==> src/rtl/fu_router_pkg.sv <==
// rtl/fu_router_pkg.sv - shared direction constants and entry types for the FU result router
package fu_router_pkg;

  localparam int DIR_N = 0;
  localparam int DIR_E = 1;
  localparam int DIR_S = 2;
  localparam int DIR_W = 3;

  localparam int LANE_W  = 16;
  localparam int N_LANES = 4;

  typedef logic [3:0] dest_mask_t;

  typedef struct packed {
    dest_mask_t                     dest;
    logic [N_LANES-1:0][LANE_W-1:0] data;
  } router_entry_t;

endpackage

==> src/rtl/router_fifo.sv <==
// rtl/router_fifo.sv - generic synchronous FIFO of router entries
// Push is ignored while full and pop while empty; DEPTH must be a power of two.
module router_fifo
  import fu_router_pkg::*;
#(
  parameter type entry_t = router_entry_t,
  parameter int  DEPTH   = 4
) (
  input  logic                     clk,
  input  logic                     reset,
  input  logic                     i_push,
  input  entry_t                   i_data,
  input  logic                     i_pop,
  output entry_t                   o_head,
  output logic                     o_full,
  output logic                     o_empty,
  output logic [$clog2(DEPTH):0]   o_count
);

  localparam int AW = $clog2(DEPTH);
  localparam int CW = AW + 1;

  entry_t          r_mem [DEPTH];
  logic [AW-1:0]   r_wptr;
  logic [AW-1:0]   r_rptr;
  logic [CW-1:0]   r_count;
  logic            w_push;
  logic            w_pop;

  assign o_full  = (r_count == CW'(DEPTH));
  assign o_empty = (r_count == '0);
  assign w_push  = i_push && !o_full;
  assign w_pop   = i_pop && !o_empty;

  always_ff @(posedge clk) begin
    if (reset) begin
      r_wptr  <= '0;
      r_rptr  <= '0;
      r_count <= '0;
    end else begin
      if (w_push) r_wptr <= r_wptr + AW'(1);
      if (w_pop)  r_rptr <= r_rptr + AW'(1);
      case ({w_push, w_pop})
        2'b10:   r_count <= r_count + CW'(1);
        2'b01:   r_count <= r_count - CW'(1);
        default: r_count <= r_count;
      endcase
    end
  end

  // Storage is not reset; consumers must qualify the head with o_empty.
  always_ff @(posedge clk) begin
    if (w_push) r_mem[r_wptr] <= i_data;
  end

  assign o_head  = r_mem[r_rptr];
  assign o_count = r_count;

endmodule

==> src/rtl/fu_result_router.sv <==
// rtl/fu_result_router.sv - buffers FU result sets and multicasts them to N/E/S/W neighbours
// Optional ROUTER_STATS_EN adds retired_cnt/drop_cnt statistics outputs.
module fu_result_router
  import fu_router_pkg::*;
#(
  parameter int WIDTH     = LANE_W,
  parameter int NUM_LANES = N_LANES,
  parameter int DEPTH     = 4,
  parameter int NUM_DIRS  = DIR_W + 1
) (
  input  logic                                       clk,
  input  logic                                       reset,
  input  logic [NUM_LANES-1:0][WIDTH-1:0]            fu_result,
  input  logic [3:0]                                 fu_dest,
  input  logic                                       fu_ack,
  output logic                                       fu_full,
  output logic [NUM_DIRS-1:0][NUM_LANES-1:0][WIDTH-1:0] out_data,
  output logic [NUM_DIRS-1:0]                        out_valid,
  input  logic [NUM_DIRS-1:0]                        out_ready,
  output logic                                       overflow,
  output logic                                       empty
`ifdef ROUTER_STATS_EN
  ,
  output logic [15:0]                                retired_cnt,
  output logic [15:0]                                drop_cnt
`endif
);

  typedef struct packed {
    dest_mask_t                     dest;
    logic [NUM_LANES-1:0][WIDTH-1:0] data;
  } entry_t;

  entry_t                  w_wr_entry;
  entry_t                  w_head;
  logic                    w_push;
  logic                    w_pop;
  logic                    w_fifo_full;
  logic                    w_fifo_empty;
  logic [$clog2(DEPTH):0]  w_count;
  logic                    w_unused_count;
  logic [NUM_DIRS-1:0]     r_done;
  logic [NUM_DIRS-1:0]     w_pending;
  logic [NUM_DIRS-1:0]     w_xfer;

  assign w_wr_entry     = {fu_dest, fu_result};
  assign w_push         = fu_ack && !w_fifo_full && (fu_dest != '0);
  assign w_unused_count = ^w_count;

  router_fifo #(
    .entry_t (entry_t),
    .DEPTH   (DEPTH)
  ) u_fifo (
    .clk     (clk),
    .reset   (reset),
    .i_push  (w_push),
    .i_data  (w_wr_entry),
    .i_pop   (w_pop),
    .o_head  (w_head),
    .o_full  (w_fifo_full),
    .o_empty (w_fifo_empty),
    .o_count (w_count)
  );

  // Pending is the head's mask minus directions already delivered; clearing
  // r_done on pop makes the next head's full mask visible on the same edge.
  assign w_pending = w_head.dest & ~r_done;
  assign out_valid = w_fifo_empty ? '0 : w_pending;
  assign w_xfer    = out_valid & out_ready;
  assign w_pop     = !w_fifo_empty && ((w_pending & ~w_xfer) == '0);

  always_ff @(posedge clk) begin
    if (reset || w_pop) r_done <= '0;
    else                r_done <= r_done | w_xfer;
  end

  always_ff @(posedge clk) begin
    if (reset)                       overflow <= 1'b0;
    else if (fu_ack && w_fifo_full)  overflow <= 1'b1;
  end

  always_comb begin
    for (int d = 0; d < NUM_DIRS; d++) begin
      out_data[d] = w_fifo_empty ? '0 : w_head.data;
    end
  end

  assign fu_full = w_fifo_full;
  assign empty   = w_fifo_empty;

`ifdef ROUTER_STATS_EN
  always_ff @(posedge clk) begin
    if (reset) begin
      retired_cnt <= '0;
      drop_cnt    <= '0;
    end else begin
      if (w_pop)                  retired_cnt <= retired_cnt + 16'd1;
      if (fu_ack && w_fifo_full)  drop_cnt    <= drop_cnt + 16'd1;
    end
  end
`endif

endmodule

==> config.mk <==
export PLATFORM = sky130hd
export DESIGN_NAME = fu_result_router
export DESIGN_NICKNAME = d
export VERILOG_FILES = /design/src/rtl/fu_router_pkg.sv /design/src/rtl/router_fifo.sv /design/src/rtl/fu_result_router.sv
export SDC_FILE = /design/constraint.sdc
export NUM_CORES = 1
export LEC_CHECK = 0
export CORE_MARGIN = 2
export CORE_UTILIZATION = 49
export CTS_CLUSTER_DIAMETER = 60
export DETAILED_ROUTE_END_ITERATION = 8
export GPL_TIMING_DRIVEN = 0
export PLACE_DENSITY = 0.92
export SYNTH_ARGS = -nofsm -noshare
export SYNTH_HDL_FRONTEND = slang
export SYNTH_HIERARCHICAL = 1
export SYNTH_SLANG_ARGS = --single-unit
==> constraint.sdc <==
create_clock -name clk -period 4.01 [get_ports clk]
set_input_delay 1.203 -clock clk [delete_from_list [all_inputs] [get_ports clk]]
set_output_delay 1.203 -clock clk [all_outputs]
set_load 0.1 [all_outputs]
# Word-level counts from Yosys, hierarchy flattened
# Memory sizes are Yosys's and may differ from the RTL's. A register that Yosys moved wholly into a read port is not among the register bits.
# Index checks and enable logic that the tools add are counted.
dict set report classes {
  addsub 4
  n_eq_ne 3
  muxes 7
  bitwise_logic 6
  n_reduce_logical 13
}
# operator n
set ops {}
lappend ops {{64-bit 2-to-1 mux} 1}
lappend ops {{4-bit bitwise AND} 3}
lappend ops {{4-bit inverter} 2}
lappend ops {{1-bit logical AND} 6}
lappend ops {{3-bit case mux with 2 select lines} 1}
lappend ops {{2-bit by 1-bit adder with 2-bit output (second input constant)} 2}
lappend ops {{4-bit logical NOT} 1}
lappend ops {{2-bit 2-to-1 mux} 2}
lappend ops {{4-bit 2-to-1 mux} 1}
lappend ops {{4-bit bitwise OR} 1}
lappend ops {{4-bit nonzero test} 1}
lappend ops {{3-bit by 1-bit adder with 3-bit output (second input constant)} 1}
lappend ops {{3-bit equality test (second input constant)} 1}
lappend ops {{3-bit logical NOT} 1}
lappend ops {{3-bit by 1-bit subtractor with 3-bit output (second input constant)} 1}
lappend ops {{2-bit by 1-bit equality test with 1-bit output (second input constant)} 1}
lappend ops {{2-bit equality test (second input constant)} 1}
lappend ops {{1-bit logical NOT} 2}
lappend ops {{1-bit 2-to-1 mux} 2}
lappend ops {{2-bit nonzero test} 1}
lappend ops {{1-bit logical OR} 1}
dict set report word_totals {
  register_bits 12
  ram_bits 272
  input_bits 75
  out_inout_bits 263
  wordCells 39
  mem_count 1
}
# name words width read_ports rd_clocked_by_memory_dff wr line_no
set mem_list {}
lappend mem_list {u_fifo.r_mem 4 68 1 1 1 router_fifo.sv:23} ;# entry_t r_mem [DEPTH];

# Depth between registers and ports, before layout
dict set report depth {
  ltp_word 11
  mapped_depth 14
  ltp_nobuf 12
}

# By module
# The synthesis kept the hierarchy.
# module n_inst cells_per_inst area_per_inst_um2 seq_area_each_um2
set modules_own_cells {}
lappend modules_own_cells {router_fifo 1 410 10306.1 8348.0}
lappend modules_own_cells {fu_result_router 1 292 2152.1 100.1}

# Worst setup path before layout
# No wires, ideal clock.
dict set report synth_timing {
  path_kind {register to output}
  from {register u_fifo.r_count[0], in the netlist u_fifo/o_count[0]}
  to {output out_data[110] in the netlist's numbering}
  t_arrival_ns 4.328
  required_time_ns 2.807
  path_slack_ns -1.521
  path_stages_with_launch 6
  path_buffers 3
  cell_sequence {dfxtp_1 -> nor3_1 -> buf_2 -> buf_2 -> nor2b_1 -> buf_4}
}
# element line_no
set synth_rtl {}
lappend synth_rtl {{start: declaration} router_fifo.sv:26} ;# logic [CW-1:0] r_count;
lappend synth_rtl {{start signal: assignment} router_fifo.sv:44} ;# 2'b10: r_count <= r_count + CW'(1);
lappend synth_rtl {{start signal: assignment} router_fifo.sv:45} ;# 2'b01: r_count <= r_count - CW'(1);
lappend synth_rtl {{start signal: assignment} router_fifo.sv:46} ;# default: r_count <= r_count;
lappend synth_rtl {{end: declaration} fu_result_router.sv:17} ;# output logic [NUM_DIRS-1:0][NUM_LANES-1:0][WIDTH-1:0] out_data,

==> results by group <==
Status
  • Status: completed

STA
  • RSZ-0062 raised after global routing: false
  • Fmax: 0.2556 GHz
  • Worst-Margin Slew: 0.9793 ns
  • Final Skew: 0.01135 ns
  • Max Slew Vio Count: 0
  • Fin. Hold Viols: 0
  • Final Cycle Share: 0.9756
  • Final setup viols: 0
  • Final min period: 3.912 ns
  • Max-slew headroom: 0.3461

Detailed routing
  • Antenna viol nets, final: 0
  • Drt drc: 0
  • Iteration count of the initial detailed-routing pass: 5
  • Wirelength per Cell: 19.25 um
  • Vias per cell: 4.944
  • Final WL: 27480 um
  • Via count: 7060
  • Initial DRC count: 309

Yosys
  • Synth warnings: 6
  • Syn avg cell area: 17.75 um^2
  • Xor-xnor portion of the synthesized cell area: 0.002109
  • Sequential fraction of the synthesis area: 0.6781
  • Syn nets: 783
  • Ys flop type: edfxtp_1
  • Post-synth EDFFs: 272
  • Adder-Cell Fraction of Synth Area: 0.006629
  • Yosys cell types: 31
  • Complex-gate fraction of the synthesized area: 0.008235
  • Mapped Cells: 702
  • Post-Synth Simple-Gate Area: 0.04911
  • Largest family of logic cells by synthesized area: buffers and inverters
  • Synthesized area: 12460 um^2
  • Mux cell area share after synthesis: 0.1237
  • Yosys reg bits: 286
  • Async S/R FF share, synth: 0

Critical path
  • CP Class: reg2out
  • Flop-to-flop setup slack: 0.66 ns
  • Crit path to: out_data[33]
  • WP depth: 5
  • Worst path cell trace: buf_6 > buf_4 > mux4_2 > nor2b_2 > clkdlybuf4s15_1
  • CP bufs+invs: 3
  • Worst-path fanout max: 10
  • Worst setup EP type: output port
  • Top Family by Delay on Critical Path: buffers and inverters
  • Critical path arrival: 2.71 ns
  • CP Launch Type: flip-flop
  • Capturing point of the worst reg2reg path: u_fifo/o_count[2]
  • CP required: 2.81 ns
  • Slowest cell delay on critical path: 0.74 ns
  • Worst Reg2Reg Path Length in Cells: 14
  • Slowest stage cell on the critical path: clkdlybuf4s15_1

Floorplanning
  • Top Ports: 338
  • Die Ht: 163.5 um
  • Placement Rows: 58
  • Die ar.: 26720 um^2
  • Starting density of the core: 0.4976
  • Core outline area: 25040 um^2
  • Die Wd: 163.5 um

CTS
  • Clock slew at reported path FFs: 0.06 ns
  • Hold Buf Count CTS: 0
  • CTS sink cnt: 286
  • H-tree Lvls: 1
  • Skew-Pair Late Insertion Delay: 0.52 ns
  • Clock Tree Root: clkbuf_16
  • Clock buffer count from CTS: 28
  • CTS tree: yes
  • Clock Path Buffers: 3

Place
  • Placed insts: 1373
  • PortBufs: 337
  • Placer Congestion: 0.7253
  • HPWL Detailed: 18560 um

Finish
  • Nets: 1156
  • Post-route insts no fill: 1428
  • Synth-to-Final Area Change: 37.29%
  • Layout cell share with drive strength beyond 1: 0.5725

Global route
  • First-pass GRT wire length: 40970 um
  • Vias in the first global route: 7460
  • GRT Resource Usage Total: 0.2008
  • Largest net degree at the start of global routing: 49
  • Initial antenna violation count: 1
  • Congestion Overflow GR: 0

Flow run
  • Max-cap viol count: 0

Min path
  • Hold Crit Class: reg2reg
through the flow:
step           utilization  cell area [um^2]  setup slack, ns  setup TNS, ns  hold slack (ns)
3_3_place_gp        0.6538             16370           -1.835        -505.66           0.4570
6_report            0.6832             17100          0.09791              0           0.4937
3_5_place_dp        0.6586             16490          -0.2856         -24.88           0.4906
2_1_floorplan            -             12580          -0.2775         -3.093           0.4591
4_1_cts             0.6886             17240      -0.00009193    -0.00009193           0.5060
5_1_grt             0.6831             17100         0.001528              0           0.5128
synthesized netlist by cell type, types with 7 or more instances:
master	n	area share
and2b_1	15	0.0090
buf_2	7	0.0028
buf_4	196	0.12
clkbuf_1	8	0.0024
dfxtp_1	14	0.022
edfxtp_1	272	0.66
inv_1	8	0.0024
mux4_2	68	0.12
nor2_1	8	0.0024
nor2b_1	49	0.025
nor3b_1	10	0.0060
routing by layer:
layer / GRT usage / wire (um) / up-vias / part of all wire
met3: 0.04698 / 2082 / 39 / 0.076
met2: 0.3680 / 14610 / 294 / 0.53
met5: 0 / 0 / - / 0
met1: 0.2377 / 10250 / 3527 / 0.37
li1: - / - / 3200 / -
met4: 0.05303 / 547 / 0 / 0.020
sequential cells by signal, summed over array words and instances (netlist names), named ones only:
name	cells
overflow	1
u_fifo/r_rptr	2
u_fifo/o_count	3
u_fifo/r_mem	272
r_done	4
u_fifo/r_wptr	2
worst min-delay path by stage:
stage,startpoint,end,slack [ns],depth (start not counted)
final,overflow,overflow,0.49,2
after global routing,overflow,overflow,0.51,2
after CTS,overflow,overflow,0.51,2
after detailed placement,overflow,overflow,0.49,2
after global placement,overflow,overflow,0.46,2
after floorplan,u_fifo/r_rptr[1],flip-flop,0.46,2
layout make-up:
class	instances	area, um^2
Timing Repair Buffer	343	3199
Clock inverter	15	121.4
Buffer	216	1629
Multi-Input combinational cell	191	2501
Antenna cell	1	2.502
Sequential cell	286	8448
Tap cell	330	412.9
Inverter	9	33.78
Clock buffer	37	755.7
Fill cell	1675	7933
tightest hold or removal path, stage by stage (launching register included):
cell	delay (ns)
dfxtp_1	0.33
a21oi_1	0.04
nor2_1	0.08
cells in the final DEF (no fill, tap or decap), drive strengths merged, types with 2 or more instances in the layout:
cell type and instances:
nor2 8, edfxtp 272, or3 3, and2b 15
xor2 3, inv 9, mux4 68, clkdlybuf4s50 76
ha 5, a31oi 4, dfxtp 14, clkbuf 86
nor3 2, o21ai 3, bufinv 2, clkdlybuf4s15 145
nand2b 2, and2 5, buf 279, a21oi 5
nor3b 10, a211oi 4, nor2b 49, clkinv 12
dlygate4sd2 8
kinds of logic after synthesis:
| group | Yosys count |
|---|---|
| XOR/XNOR | 3 |
| multiplexers | 69 |
| adder cells (fa/ha/maj) | 6 |
| flip-flops | 286 |
| AND/OR/NAND/NOR | 96 |
| AO/OA/AOI/OAI | 17 |
| buffers and inverters | 225 |
what timing repair did:
action,in CTS,in global routing
gates resized for setup,850,113
pin swaps,1,1
endpoints found under the setup margin,261,103
buffers inserted,2,0
Power is left out: the tool's default activity adds up to more than one toggle a clock period on the data nets, which glitch-free logic cannot reach.
